--- config.mk ---
export PLATFORM = sky130hd
export DESIGN_NAME = rf_sb_param_flat
export DESIGN_NICKNAME = d
export VERILOG_FILES = /design/src/rtl/rf_pkg.sv /design/src/rtl/rf_sb_param_if.sv /design/src/rtl/rf_scoreboard.sv /design/src/rtl/rf_sb_param.sv /design/src/flat_wrapper.sv
export SDC_FILE = /design/constraint.sdc
export NUM_CORES = 1
export LEC_CHECK = 0
export BUFFER_PORTS_ARGS = -buffer_cell sky130_fd_sc_hd__buf_2
export CORE_MARGIN = 2
export CORE_UTILIZATION = 45
export DETAILED_ROUTE_END_ITERATION = 7
export PLACE_DENSITY = 0.66
export SYNTH_ARGS = -nofsm -noshare
export SYNTH_HDL_FRONTEND = slang
export SYNTH_SLANG_ARGS = --single-unit
export TNS_END_PERCENT = 5
--- constraint.sdc ---
create_clock -name clk -period 2.9 [get_ports clk]
set_input_delay 0.29 -clock clk [delete_from_list [all_inputs] [get_ports clk]]
set_output_delay 0.29 -clock clk [all_outputs]
set_load 0.02 [all_outputs]
--- src/rtl/rf_pkg.sv ---
// Shared definitions for the register file / scoreboard slice.
//  RF_DW     default register data width
//  RF_AW     default register index width (NREGS = 2**RF_AW)
//  rf_idx_t  register index at the default width
//  rf_data_t register data word at the default width
package rf_pkg;

  localparam int RF_DW = 16;
  localparam int RF_AW = 2;

  typedef logic [RF_AW-1:0] rf_idx_t;
  typedef logic [RF_DW-1:0] rf_data_t;

endpackage

--- src/rtl/rf_sb_param_if.sv ---
// Bundle of the read, writeback and issue-side signals of the register file.
//  master : core side (drives indices, write and set requests; receives read data/status)
//  slave  : register file side
//  rn1/rn2        read indices          rd1/rd2            read data
//  rd1_busy/rd2_busy  in-flight producer flags for rn1/rn2
//  w/wn/wd        writeback request     set_en/set_idx     issue-side busy set
//  all_idle       no producer in flight err                sticky unexpected writeback
interface rf_sb_param_if
  import rf_pkg::*;
#(
  parameter int DW = RF_DW,
  parameter int AW = RF_AW
);

  logic [AW-1:0] rn1;
  logic [AW-1:0] rn2;
  logic [DW-1:0] rd1;
  logic [DW-1:0] rd2;
  logic          rd1_busy;
  logic          rd2_busy;
  logic          w;
  logic [AW-1:0] wn;
  logic [DW-1:0] wd;
  logic          set_en;
  logic [AW-1:0] set_idx;
  logic          all_idle;
  logic          err;

  modport master (
    output rn1, rn2, w, wn, wd, set_en, set_idx,
    input  rd1, rd2, rd1_busy, rd2_busy, all_idle, err
  );

  modport slave (
    input  rn1, rn2, w, wn, wd, set_en, set_idx,
    output rd1, rd2, rd1_busy, rd2_busy, all_idle, err
  );

endinterface

--- src/rtl/rf_scoreboard.sv ---
// Busy-bit scoreboard: one bit per architectural register marking an in-flight producer.
//  clk, rst        clock / asynchronous active-high reset
//  w, wn           writeback clears busy[wn]
//  set_en, set_idx issue marks busy[set_idx]
//  busy            current busy vector (post-edge state)
//  all_idle        no busy bit set
//  err             sticky: writeback hit a register that was not busy
module rf_scoreboard
  import rf_pkg::*;
#(
  parameter int AW      = RF_AW,
  parameter int ZERO_R0 = 0
) (
  input  logic                 clk,
  input  logic                 rst,
  input  logic                 w,
  input  logic [AW-1:0]        wn,
  input  logic                 set_en,
  input  logic [AW-1:0]        set_idx,
  output logic [(1<<AW)-1:0]   busy,
  output logic                 all_idle,
  output logic                 err
);

  localparam int NREGS = 1 << AW;

  logic [NREGS-1:0] busy_reg;
  logic [NREGS-1:0] busy_next;
  logic             err_reg;
  logic             err_next;
  logic             w_eff;
  logic             set_eff;

  // With a hard-wired r0, requests naming index 0 are dropped entirely.
  assign w_eff   = w      && !((ZERO_R0 != 0) && (wn == '0));
  assign set_eff = set_en && !((ZERO_R0 != 0) && (set_idx == '0));

  // Set beats clear on the same register: the set belongs to a newer producer.
  for (genvar gi = 0; gi < NREGS; gi++) begin : g_busy
    assign busy_next[gi] = (set_eff && (set_idx == AW'(gi))) ? 1'b1 :
                           (w_eff   && (wn      == AW'(gi))) ? 1'b0 :
                           busy_reg[gi];
  end

  // Error looks at the busy state before this edge's set/clear.
  assign err_next = err_reg | (w_eff & ~busy_reg[wn]);

  always_ff @(posedge clk or posedge rst) begin
    if (rst) begin
      busy_reg <= '0;
      err_reg  <= 1'b0;
    end else begin
      busy_reg <= busy_next;
      err_reg  <= err_next;
    end
  end

  assign busy     = busy_reg;
  assign all_idle = ~|busy_reg;
  assign err      = err_reg;

endmodule

--- src/rtl/rf_sb_param.sv ---
// 2-read / 1-write register file with integrated busy-bit scoreboard.
//  clk   clock, rising edge
//  rst   asynchronous active-high reset (clears storage, busy bits and err)
//  bus   slave side of rf_sb_param_if: read ports rn1/rn2 -> rd1/rd2 (+busy),
//        writeback w/wn/wd, issue set_en/set_idx, status all_idle/err
// Parameters: DW data width, AW index width, ZERO_R0 hard-wires r0 to zero,
// BYPASS forwards same-cycle write data to matching reads.
module rf_sb_param
  import rf_pkg::*;
#(
  parameter int DW      = RF_DW,
  parameter int AW      = RF_AW,
  parameter int ZERO_R0 = 0,
  parameter int BYPASS  = 1
) (
  input  logic          clk,
  input  logic          rst,
  rf_sb_param_if.slave  bus
);

  localparam int NREGS = 1 << AW;

  logic [DW-1:0]    regs_reg [NREGS];
  logic [NREGS-1:0] busy;
  logic             w_eff;
  logic [AW-1:0]    rn_arr    [2];
  logic [DW-1:0]    rd_arr    [2];
  logic             rbusy_arr [2];

  assign w_eff = bus.w && !((ZERO_R0 != 0) && (bus.wn == '0));

  always_ff @(posedge clk or posedge rst) begin
    if (rst) begin
      for (int i = 0; i < NREGS; i++) begin
        regs_reg[i] <= '0;
      end
    end else if (w_eff) begin
      regs_reg[bus.wn] <= bus.wd;
    end
  end

  rf_scoreboard #(
    .AW      (AW),
    .ZERO_R0 (ZERO_R0)
  ) u_scoreboard (
    .clk      (clk),
    .rst      (rst),
    .w        (bus.w),
    .wn       (bus.wn),
    .set_en   (bus.set_en),
    .set_idx  (bus.set_idx),
    .busy     (busy),
    .all_idle (bus.all_idle),
    .err      (bus.err)
  );

  assign rn_arr[0] = bus.rn1;
  assign rn_arr[1] = bus.rn2;

  // Read ports. A write held during reset is being discarded, so it is not
  // forwarded either. A forwarded value is available now, so busy reads 0.
  for (genvar gi = 0; gi < 2; gi++) begin : g_rd
    logic zero;
    logic hit;
    assign zero = (ZERO_R0 != 0) && (rn_arr[gi] == '0);
    assign hit  = (BYPASS != 0) && bus.w && !rst && (bus.wn == rn_arr[gi]);
    assign rd_arr[gi]    = zero ? '0 : (hit ? bus.wd : regs_reg[rn_arr[gi]]);
    assign rbusy_arr[gi] = !zero && !hit && busy[rn_arr[gi]];
  end

  assign bus.rd1      = rd_arr[0];
  assign bus.rd2      = rd_arr[1];
  assign bus.rd1_busy = rbusy_arr[0];
  assign bus.rd2_busy = rbusy_arr[1];

endmodule
--- src/flat_wrapper.sv ---
// flat-port wrapper written by rule: the top's interface ports become plain ports
module rf_sb_param_flat import rf_pkg::*;
#(
  parameter int DW      = RF_DW,
  parameter int AW      = RF_AW,
  parameter int ZERO_R0 = 0,
  parameter int BYPASS  = 1
)
  (clk, rst, bus_rn1, bus_rn2, bus_w, bus_wn, bus_wd, bus_set_en, bus_set_idx, bus_rd1, bus_rd2, bus_rd1_busy, bus_rd2_busy, bus_all_idle, bus_err);
  rf_sb_param_if #(.DW(DW), .AW(AW)) bus_i ();
  input  logic clk;
  input  logic rst;
  input wire logic [$bits(bus_i.rn1)-1:0] bus_rn1;
  input wire logic [$bits(bus_i.rn2)-1:0] bus_rn2;
  input wire logic [$bits(bus_i.w)-1:0] bus_w;
  input wire logic [$bits(bus_i.wn)-1:0] bus_wn;
  input wire logic [$bits(bus_i.wd)-1:0] bus_wd;
  input wire logic [$bits(bus_i.set_en)-1:0] bus_set_en;
  input wire logic [$bits(bus_i.set_idx)-1:0] bus_set_idx;
  output wire logic [$bits(bus_i.rd1)-1:0] bus_rd1;
  output wire logic [$bits(bus_i.rd2)-1:0] bus_rd2;
  output wire logic [$bits(bus_i.rd1_busy)-1:0] bus_rd1_busy;
  output wire logic [$bits(bus_i.rd2_busy)-1:0] bus_rd2_busy;
  output wire logic [$bits(bus_i.all_idle)-1:0] bus_all_idle;
  output wire logic [$bits(bus_i.err)-1:0] bus_err;
  assign bus_i.rn1 = bus_rn1;
  assign bus_i.rn2 = bus_rn2;
  assign bus_i.w = bus_w;
  assign bus_i.wn = bus_wn;
  assign bus_i.wd = bus_wd;
  assign bus_i.set_en = bus_set_en;
  assign bus_i.set_idx = bus_set_idx;
  assign bus_rd1 = bus_i.rd1;
  assign bus_rd2 = bus_i.rd2;
  assign bus_rd1_busy = bus_i.rd1_busy;
  assign bus_rd2_busy = bus_i.rd2_busy;
  assign bus_all_idle = bus_i.all_idle;
  assign bus_err = bus_i.err;
  rf_sb_param #(.DW(DW), .AW(AW), .ZERO_R0(ZERO_R0), .BYPASS(BYPASS)) u_core (.clk(clk), .rst(rst), .bus(bus_i));
endmodule
# After elaboration in Yosys (flattened, before gate mapping)
# Cells that the tools add are included.
# totals
inputBits	28
elab_cells	80
reg_bits	69
out_inout_bits	36
# op_classes
magnitude_cmp	7
mux	25
reduce_logical	25
n_bitwise	6
n_eq_ne	8
# op_table
operator	count
two-way mux 16 bit	7
binary-select mux 16 bit (select 2 bit)	2
bitwise mux 64 bit	1
demux 16 bit (select 2 bit)	1
logical AND 1 bit	14
two-way mux 1 bit	11
greater-or-equal comparator 3 bit, second input constant	3
less-than comparator 2 x 3 -> 1 bit, second input constant	3
NOT 2 -> 3 bit	3
equality test 2 bit, second input constant	4
nonzero test 2 bit	4
binary-select mux 1 bit (select 2 bit)	3
equality test 2 x 1 -> 1 bit, second input constant	2
equality test 2 bit	2
zero test 1 bit	4
zero test 2 bit	2
OR reduction 4 bit	1
less-than comparator 3 x 1 -> 1 bit, second input constant	1
AND 1 bit	1
NOT 1 bit	1
bitwise OR 1 bit	1

# Logic depth before layout (Yosys ltp)
# Gate-level depths: netlist of the first run.
# logic_depth
word_depth	6
ltp_mapped	5
ltp_nobuf	3

# Cells and area by module
# From an unflattened synthesis of the first run, not the netlist that was laid out.
# unflattened
hier_cells	246
area_unflattened_um2	4151.5
# by_module_without_submodules
mod	cells_each	n_inst	area_each_um2	seq_area_each_um2
rf_sb_param	224	1	3897.5	1601.5
rf_scoreboard	22	1	254.0	125.1

# Worst setup path after synthesis of the first run
# No wires, ideal clock.
# synth_timing
path_kind	in2out
startpoint	in bus_rn2[0]
endpoint	out bus_rd2[10]
n_path_buf	2
arrival_ns	1.369
cell_stages	4
t_required_ns	2.610
slack_ns	1.241
path_cell_list	buf_6 buf_6 mux4_2 mux2_4
# synth_via
elab_chain_len	5
elab_cells_between_ends	7
classes_between	1 x eq/ne; 4 x mux; 1 x bitwise; 1 x reduce/logical
# synth_rtl
element	line	text
start: declaration	flat_wrapper.sv:14	input wire logic [$bits(bus_i.rn2)-1:0] bus_rn2;
NOT 2 -> 3 bit (implied by the code)	rf_sb_param.sv:67	assign rd_arr[gi] = zero ? '0 : (hit ? bus.wd : regs_reg[rn_arr[gi]]);
binary-select mux 16 bit (select 2 bit)	rf_sb_param.sv:67	
two-way mux 16 bit (implied by the code) (2 in a row)	rf_sb_param.sv:67	
two-way mux 16 bit (*)	rf_sb_param.sv:67	
end: declaration	flat_wrapper.sv:21	output wire logic [$bits(bus_i.rd2)-1:0] bus_rd2;
# Every way passes the cells marked *; elsewhere a longest branch is shown, timed or not. The select of a mux whose other input is x is not followed.

# Final worst setup path of the first run
# layout_timing
startpoint	in bus_rn2[0]
endpoint	out bus_rd2[1]
# The elaborated chain is that of the path after synthesis.

==> impl_metrics.yaml, run 1 <==
synthesis:
  synth_compound_area_frac: 0.0107
  synth-xor-area-share: 0.0141
  async_flop_share: 1.00
  yosysSeqAreaShare: 0.422
  ys.flop_type: "dfrtp_1"
  syn_avg_cell_area_sq_um: 17.0
  synth_warnings: 0
  synthCells: 241
  ys_ff_latch: 69
  synth.mux.area_fraction: 0.486
  synth-simple-area-share: 0.0281
  synth_edf_count: 0
  synth_fa_ha_area_frac: 0
  synth_top_family_by_area: "multiplexers"
  syn_nets: 269
  syn-cell-area_sq_um: 4100
  synth_cell_type_count: 25
pwr:
  power_frac_comb: 0.304
  p_leak_nw: 2.10
  total_power_mw: 3.10
  peakVddDrop_uv: 348
  internal_power_mw: 2.20
  netSwitchingFraction: 0.290
  clkPwrFrac: 0.286
  p_seq_frac: 0.409
  p_switching_mw: 0.899
  power_density_nw_per_um2: 662
job:
  drv_cap: 0
finish:
  final_cell_mix: "mux2_2, dfrtp_1, buf_2"
  fill_cells: 728
  final_common_cell: "mux2_2"
  drive_gt1_frac: 0.688
  fin_nets: 334
  area_growth_pct: 14.3
  fin_util: 0.534
  fin_area_sq_um: 4680
  multiInputGateArea_sq_um: 2210
  insertedDiodeCount: 0
  largest_reg_flops: 64
  seq_area_sq_um: 1730
critical_path:
  cp.arrival_ps: 1920
  max_stage_delay_ps: 510
  crit_path_cell_trace: "buf_2 -> buf_4 -> mux4_2 -> mux2_4 -> buf_2"
  reg2reg_from: "u_core.u_scoreboard.busy[2]"
  startpoint: "bus_rn2[0]"
  cp_top_family: "buffers and inverters"
  cp_num_cells: 5
  critPathKind: "in2out"
  cp_data_required_time_ps: 2610
  path_buf_inv: 3
  crit_top_cell: "buf_2"
  cp_slowest_cell: "mux4_2"
  worstSetupStartpointType: "input port"
  reg2reg_depth: 2
  crit_path_max_fanout: 15
  end_kind: "output pin"
sta:
  max-slew-margin-rel: 0.517
  skew_ps: 14.0
  finalHoldViolCount: 0
  rsz0062_at_grt: "false"
  post-route-min-period_ps: 2210
  maxSlewViolCount: 0
  tightest_slew_ps: 723
  finalHoldWorstSlack_ps: 100
  fmax_ghz: 0.453
  fin_crit_sh: 0.762
  final.setup.tns_ps: 0
  final-setup-viol-count: 0
global_route:
  grt_pass1_wl_mm: 14.4
  track_usage: 0.191
  grt_max_degree: 36
  antenna_found_initial: 0
  grt_overflow: 0
  grt_pass1_vias: 2585
routing:
  avgRoutedWirePerCell_um: 21.3
  drt_pre_antenna_iters: 4
  drc: 0
  dr_total_vias: 2498
  vias_per_cell: 5.96
  ant_nets: 0
  wl_mm: 8.94
  drt_iter0_markers: 77
placement:
  place_congestion: 0.781
  hpwl_mm: 5.71
  port_buffers: 63
  dpl-instance-area_sq_um: 4450
clock_tree:
  cts_buffers: 9
  tritoncts: "built"
  clockRootBuffer: "clkbuf_8"
  cts_htree_levels: 3
  clk_pin_slew_ps: 70
  post_cts_resized: 0
  worstSkewPairLatency_ps: 340
  postCtsSetupBuffers: 0
  cts_hold_buf: 0
  clock_sinks: 69
  clock_path_buffers: 2
floorplanning:
  initial_core_util: 0.467
  dieArea_sq_um: 9880
  rows: 34
  die_y_um: 99.4
  ios: 64
  fp.coreArea_sq_um: 8760
  die_w_um: 99.4
min_path:
  hold_class: "in2async"
outcome:
  status: "finished, final reports clean"
power by group through the flow:
stage	Combinational [mW]	Clock [mW]	Sequential (mW)
final	0.943	0.888	1.27
after global routing	1.01	0.949	1.29
after CTS	0.956	0.912	1.26
after detailed placement	0.952	0	1.28
after global placement	0.937	0	1.27
after floorplan	0.747	0	1.24
cell families after synthesis:
kind of cell	Yosys count
AO/OA/AOI/OAI	5
XOR/XNOR	4
buffers and inverters	21
flip-flops	69
multiplexers	131
AND/OR/NAND/NOR	11
synthesized netlist by cell type (2+ instances only):
cell | n | share of area
xnor2_2 | 3 | 0.012
dfrtp_1 | 69 | 0.42
a32o_1 | 2 | 0.0049
buf_2 | 6 | 0.0073
inv_1 | 4 | 0.0037
and2_1 | 2 | 0.0031
buf_4 | 2 | 0.0037
mux2_2 | 78 | 0.21
mux2_4 | 18 | 0.066
mux4_1 | 14 | 0.090
nand3b_2 | 2 | 0.0055
nand3_4 | 2 | 0.0086
mux4_2 | 21 | 0.12
buf_6 | 7 | 0.019
metrics by stage:
step | instances | setup WS, ps
final | 419 | 690
after global routing | 419 | 579
after floorplan | 241 | 870
after global placement | 403 | 693
after detailed placement | 403 | 674
after CTS | 419 | 668
layer usage:
metal	up-vias	global-route usage	part of all wire	wire length, um
li1	1095	-	-	-
met1	1334	0.270	0.46	4090
met2	65	0.312	0.49	4420
met3	4	0.0415	0.044	392
met4	0	0.0348	0.0043	38
met5	-	0	0	0
worst paths after layout:
check                                         endpoint  slack [ps]
min in group clk           u_core.u_scoreboard.busy[2]         180
min reg2reg                    u_core.u_scoreboard.err         500
max reg2reg                    u_core.u_scoreboard.err        1810
max                                         bus_rd2[1]         690
min                                u_core.regs_reg[56]         100
max in group asynchronous  u_core.u_scoreboard.busy[3]        2070
layout make-up:
type	count	area share
clock buffers	12	0.0332
clock inverters	4	0.0150
inverters	5	0.00401
multi-input cells	151	0.471
flip-flops and latches	69	0.369
well taps	108	0.0289
repair buffers	70	0.0786
No activity file was read; power rests on OpenSTA's default activity.
==> inputs of run 2 (changes only) <==
Settings changed: ABC_AREA set to 1, PLACE_DENSITY 0.66 to 0.68.
Clock period 2.9 ns to 1.78 ns, I/O delays scaled along.
==> run 2 against run 1 <==
Global-route usage is 6.6 points higher. Sequential share of layout area fell by 4.2 points. Worst setup slack got worse by 500 ps. Register-to-register slack lost 970 ps. Largest cell class unchanged.
==> impl_metrics.yaml, run 2 <==
floorplanning:
  fp.coreArea_sq_um: 9770
  dieArea_sq_um: 10900
  die_w_um: 105
  ios: 64
  initial_core_util: 0.465
  die_y_um: 105
  rows: 36
finish:
  insertedDiodeCount: 0
  final_cell_mix: "nand2_1, inv_1, nand3_1"
  final_common_cell: "nand2_1"
  fin_util: 0.540
  drive_gt1_frac: 0.153
  largest_reg_flops: 64
  area_growth_pct: 16.1
  fin_nets: 800
  fin_cells: 910
  seq_area_sq_um: 1730
  multiInputGateArea_sq_um: 2230
  fill_cells: 973
critical_path:
  critPathKind: "in2out"
  cp.arrival_ps: 1410
  end_kind: "output pin"
  cp_data_required_time_ps: 1600
  crit_path_max_fanout: 17
  worstSetupStartpointType: "input port"
synthesis:
  synthCells: 713
  synth_common_cells: "nand2_1, inv_1, nand3_1"
  ys_ff_latch: 69
  synth_edf_count: 0
  yosys-top-cells-area: "dfrtp_1, nand2_1, nand3_1"
  yosysSeqAreaShare: 0.380
  syn_avg_cell_area_sq_um: 6.38
  async_flop_share: 1.00
  synth_warnings: 0
  syn_nets: 741
  synth_top_area_share: 0.380
  yosysMostFrequentCell: "nand2_1"
  ys.flop_type: "dfrtp_1"
  syn-cell-area_sq_um: 4550
  synth_cell_type_count: 20
  synth_top_area_cell: "dfrtp_1"
global_route:
  track_usage: 0.257
  grt_overflow: 0
  antenna_found_initial: 0
  grt_pass1_vias: 4570
  grt_pass1_wl_mm: 22.5
  grt_max_degree: 47
  busiest_layer: "met2"
  gr-usage-met1: 0.344
  gr-usage-met2: 0.413
  grt_use_met3: 0.0514
routing:
  drt_pre_antenna_iters: 5
  wl_mm: 13.4
  dr_total_vias: 4798
  drc: 0
  drt_iter0_markers: 332
  ant_nets: 0
  avgRoutedWirePerCell_um: 14.8
  vias_per_cell: 5.27
clock_tree:
  clk_pin_slew_ps: 70
  clock_path_buffers: 2
  clockRootBuffer: "clkbuf_8"
  worstSkewPairLatency_ps: 340
  cts_htree_levels: 3
  postCtsSetupBuffers: 0
  clock_sinks: 69
  cts_buffers: 9
  tritoncts: "built"
pwr:
  p_leak_nw: 3.07
  peakVddDrop_uv: 393
  netSwitchingFraction: 0.343
  internal_power_mw: 3.27
  power_density_nw_per_um2: 942
  clkPwrFrac: 0.318
  p_switching_mw: 1.71
  p_seq_frac: 0.392
  power_frac_comb: 0.291
sta:
  finalHoldViolCount: 0
  maxSlewViolCount: 0
  max-slew-margin-rel: 0.770
  final-setup-viol-count: 0
  tightest_slew_ps: 345
  rsz0062_at_grt: "false"
  fmax_ghz: 0.628
  fin_crit_sh: 0.895
  post-route-min-period_ps: 1590
  skew_ps: 1.73
  final.setup.tns_ps: 0
outcome:
  status: "finished, final reports clean"
placement:
  port_buffers: 63
  dp.cells: 893
  place_congestion: 0.838
  hpwl_mm: 9.23
min_path:
  hold_class: "in2reg"
job:
  drv_cap: 0
==> run 2: cell families (layout without fill, tap and decap cells) <==
logic type,after synthesis,in the layout,share of synthesized area
buffers and inverters,139,203,0.130
flip-flops,69,69,0.380
AO/OA/AOI/OAI,65,65,0.0716
AND/OR/NAND/NOR,440,440,0.419
==> run 2: worst max-delay path, cell delays in order <==
cell     delay (ps)
buf_2           150
inv_2           100
nand2_1          90
nand2_4         210
nand3_4         300
nand2_1         160
nand2_1          60
buf_2           150
==> run 2: path summary, 6_finish.rpt <==
| kind | startpoint | end | slack (ps) | cells past startpoint |
|---|---|---|---|---|
| worst min register to register | u_core.u_scoreboard.err | u_core.u_scoreboard.err | 470 | 2 |
| min in group asynchronous | rst | u_core.regs_reg[61] | 380 | 3 |
| worst max-delay path | bus_wn[0] | bus_rd2[5] | 190 | 8 |
| worst max register to register | u_core.u_scoreboard.busy[2] | u_core.u_scoreboard.err | 840 | 5 |
| worst min-delay path | bus_set_idx[1] | u_core.u_scoreboard.busy[2] | 100 | 3 |
| max in group asynchronous | rst | u_core.regs_reg[18] | 930 | 4 |
==> run 2: through the flow <==
stage,instance area [sq um],power [mW],setup slack [ps],hold slack (ps)
after floorplan,4550,2.98,487,311
after global placement,5030,3.37,264,160
after detailed placement,5030,3.41,201,161
after CTS,5280,4.99,201,80.1
after global routing,5280,5.29,76.1,88.9
final,5280,4.97,188,97.7
==> run 2: area by class of cell <==
cell class / count / area share
multi-input combinational: 505 / 0.422
sequential: 69 / 0.327
timing repair buffer: 90 / 0.103
inverter: 97 / 0.0702
tap: 133 / 0.0315
clock buffer: 12 / 0.0275
clock inverter: 4 / 0.0180
==> run 2: what timing repair did <==
action / CTS / global route
endpoints found under the setup margin: 0 / 0
hold endpoints to repair: 3 / 0
hold buffers: 1 / 0
gates resized for setup: 0 / 0
==> run 2: per-layer routing <==
| layer | part of all wire | vias up |
|---|---|---|
| met5 | 0 | - |
| met4 | 0.020 | 0 |
| met3 | 0.076 | 29 |
| met2 | 0.46 | 210 |
| met1 | 0.44 | 2212 |
| li1 | - | 2347 |
==> run 2: power groups by stage <==
stage | registers [mW] | clock network, mW | logic [mW]
6_report | 1.95 | 1.58 | 1.45
5_1_grt | 1.98 | 1.67 | 1.65
3_5_place_dp | 1.97 | 0 | 1.44
4_1_cts | 1.95 | 1.60 | 1.45
2_1_floorplan | 1.94 | 0 | 1.04
3_3_place_gp | 1.97 | 0 | 1.40
==> inputs of run 3 (changes only) <==
Settings changed: GPL_TIMING_DRIVEN set to 0.
==> run 3 against run 2 <==
Hold slack lost 27 ps. Sequential power about the same. Clock skew increased by 5.3 ps. Global-route usage is 5.2 points higher. Routed wire length is 23% higher. Combinational power grew 5%. Critical path type unchanged.
==> impl_metrics.yaml, run 3 (same netlist as run 2, synthesis figures left out) <==
routing:
  ant_nets: 0
  vias_per_cell: 5.57
  dr_total_vias: 5140
  avgRoutedWirePerCell_um: 17.9
  drt_iter0_markers: 694
  wl_mm: 16.5
  drc: 0
  drt_pre_antenna_iters: 5
critical_path:
  cp_top_family: "buffers and inverters"
  cp.arrival_ps: 1540
  worstSetupStartpointType: "input port"
  crit_top_cell: "nand2_1"
  cp_slowest_cell: "clkbuf_1"
  max_stage_delay_ps: 580
  critPathKind: "in2out"
  crit_path_max_fanout: 10
  end_kind: "output pin"
  crit_path_cell_trace: "buf_4 -> clkbuf_1 -> nand3_1 -> nand2_1 -> nand2_1 -> nand2_1 -> buf_2"
  cp_data_required_time_ps: 1600
  path_buf_inv: 3
sta:
  rsz0062_at_grt: "false"
  fmax_ghz: 0.583
  post-route-min-period_ps: 1720
  max-slew-margin-rel: 0.504
  finalWorstSetupSlack_ps: 63.8
  maxSlewViolCount: 0
  final-setup-viol-count: 0
  skew_ps: 7.05
  finalHoldViolCount: 0
  final.setup.tns_ps: 0
  tightest_slew_ps: 743
  fin_crit_sh: 0.964
floorplanning:
  fp.coreArea_sq_um: 9770
  ios: 64
  rows: 36
  initial_core_util: 0.465
  dieArea_sq_um: 10900
  die_w_um: 105
  die_y_um: 105
global_route:
  grt_max_degree: 27
  antenna_found_initial: 0
  grt_pass1_wl_mm: 25.9
  grt_pass1_vias: 4856
  track_usage: 0.309
  grt_overflow: 0
clock_tree:
  clk_pin_slew_ps: 70
  cts_buffers: 9
  postCtsSetupBuffers: 0
  worstSkewPairLatency_ps: 360
  clockRootBuffer: "clkbuf_8"
  clock_path_buffers: 2
  clock_sinks: 69
  tritoncts: "built"
  cts_htree_levels: 3
placement:
  place_congestion: 0.973
  hpwl_mm: 11.4
  port_buffers: 58
  place_ws_ps: 96.2
min_path:
  hold_class: "in2reg"
pwr:
  internal_power_mw: 3.24
  peakVddDrop_uv: 382
  p_leak_nw: 3.09
  power_frac_comb: 0.301
  p_seq_frac: 0.387
  p_switching_mw: 1.80
  clkPwrFrac: 0.312
  netSwitchingFraction: 0.358
  power_density_nw_per_um2: 949
finish:
  fin_nets: 813
  drive_gt1_frac: 0.157
  area_growth_pct: 16.8
  insertedDiodeCount: 0
  final_cell_mix: "nand2_1, inv_1, buf_2"
  largest_reg_flops: 64
  fill_cells: 991
  final_common_cell: "nand2_1"
outcome:
  status: "finished, final reports clean"
job:
  drv_cap: 0
-- run 3: cell types whose count changed in the layout (fill, tap and decap cells not counted) --
| cell | delta |
|---|---|
| buf_16 | +1 |
| clkbuf_8 | +3 |
| buf_12 | -1 |
| buf_2 | +18 |
| buf_6 | +3 |
| clkbuf_1 | +8 |
| clkbuf_2 | +3 |
| bufinv_16 | -1 |
| buf_4 | -21 |
-- run 3: timing repair --
| action | CTS | global route |
|---|---|---|
| endpoints found under the hold margin | 19 | 0 |
| hold buffers | 1 | 0 |
| endpoints found under the setup margin | 0 | 3 |
| resized for setup | 0 | 2 |
-- run 3: cell type report --
class | count | area [sq um] | share of cell area
clock inverter | 3 | 65.1 | 0.0123
sequential | 69 | 1730 | 0.325
timing repair buffer | 61 | 348 | 0.0655
buffer | 42 | 224 | 0.0422
clock buffer | 13 | 179 | 0.0337
inverter | 97 | 370 | 0.0698
tap | 133 | 166 | 0.0313
multi-input combinational | 505 | 2230 | 0.420
-- run 3: final timing paths --
path | slack (ps) | depth (start not counted) | to | start
worst max register to register | 840 | 5 | u_core.u_scoreboard.err | u_core.u_scoreboard.busy[2]
worst min register to register | 490 | 2 | u_core.u_scoreboard.err | u_core.u_scoreboard.err
worst max-delay path | 60 | 7 | bus_rd2[0] | bus_rn2[1]
min in group asynchronous | 520 | 3 | u_core.regs_reg[43] | rst
worst min-delay path | 70 | 3 | u_core.u_scoreboard.busy[3] | bus_set_idx[1]
max in group asynchronous | 750 | 4 | u_core.regs_reg[17] | rst
-- run 3: metal layers --
layer / GRT usage / part of all wire / vias to the layer above
met2: 0.471 / 0.45 / 329
met3: 0.0764 / 0.11 / 62
li1: - / - / 2374
met4: 0.141 / 0.037 / 0
met5: 0.0190 / 0 / -
met1: 0.413 / 0.40 / 2375
-- run 3: power by group through the flow --
stage	clock (mW)	combinational (mW)	sequential (mW)
floorplan	0	1.04	1.94
global placement	0	1.44	1.97
detailed placement	0	1.48	1.98
CTS	1.57	1.49	1.95
global route	1.64	1.69	1.98
finish	1.57	1.52	1.95
-- run 3: worst reg2reg max path: stages, from the launching register on --
cell,delay (ps)
dfrtp_1,380
inv_1,80
o21ai_0,170
nand2_1,70
nand3_1,80
nand2_1,60
-- run 3: through the flow --
step           hold WS, ps   util  instance area (sq um)  power (mW)  cells
2_1_floorplan          311      -                   4550        2.98    713
3_3_place_gp           438  0.512                   5010        3.41    904
5_1_grt               83.4  0.543                   5310        5.31    923
6_report              71.1  0.543                   5310        5.04    923
4_1_cts               74.1  0.543                   5310        5.01    923
3_5_place_dp           314  0.517                   5050        3.46    906
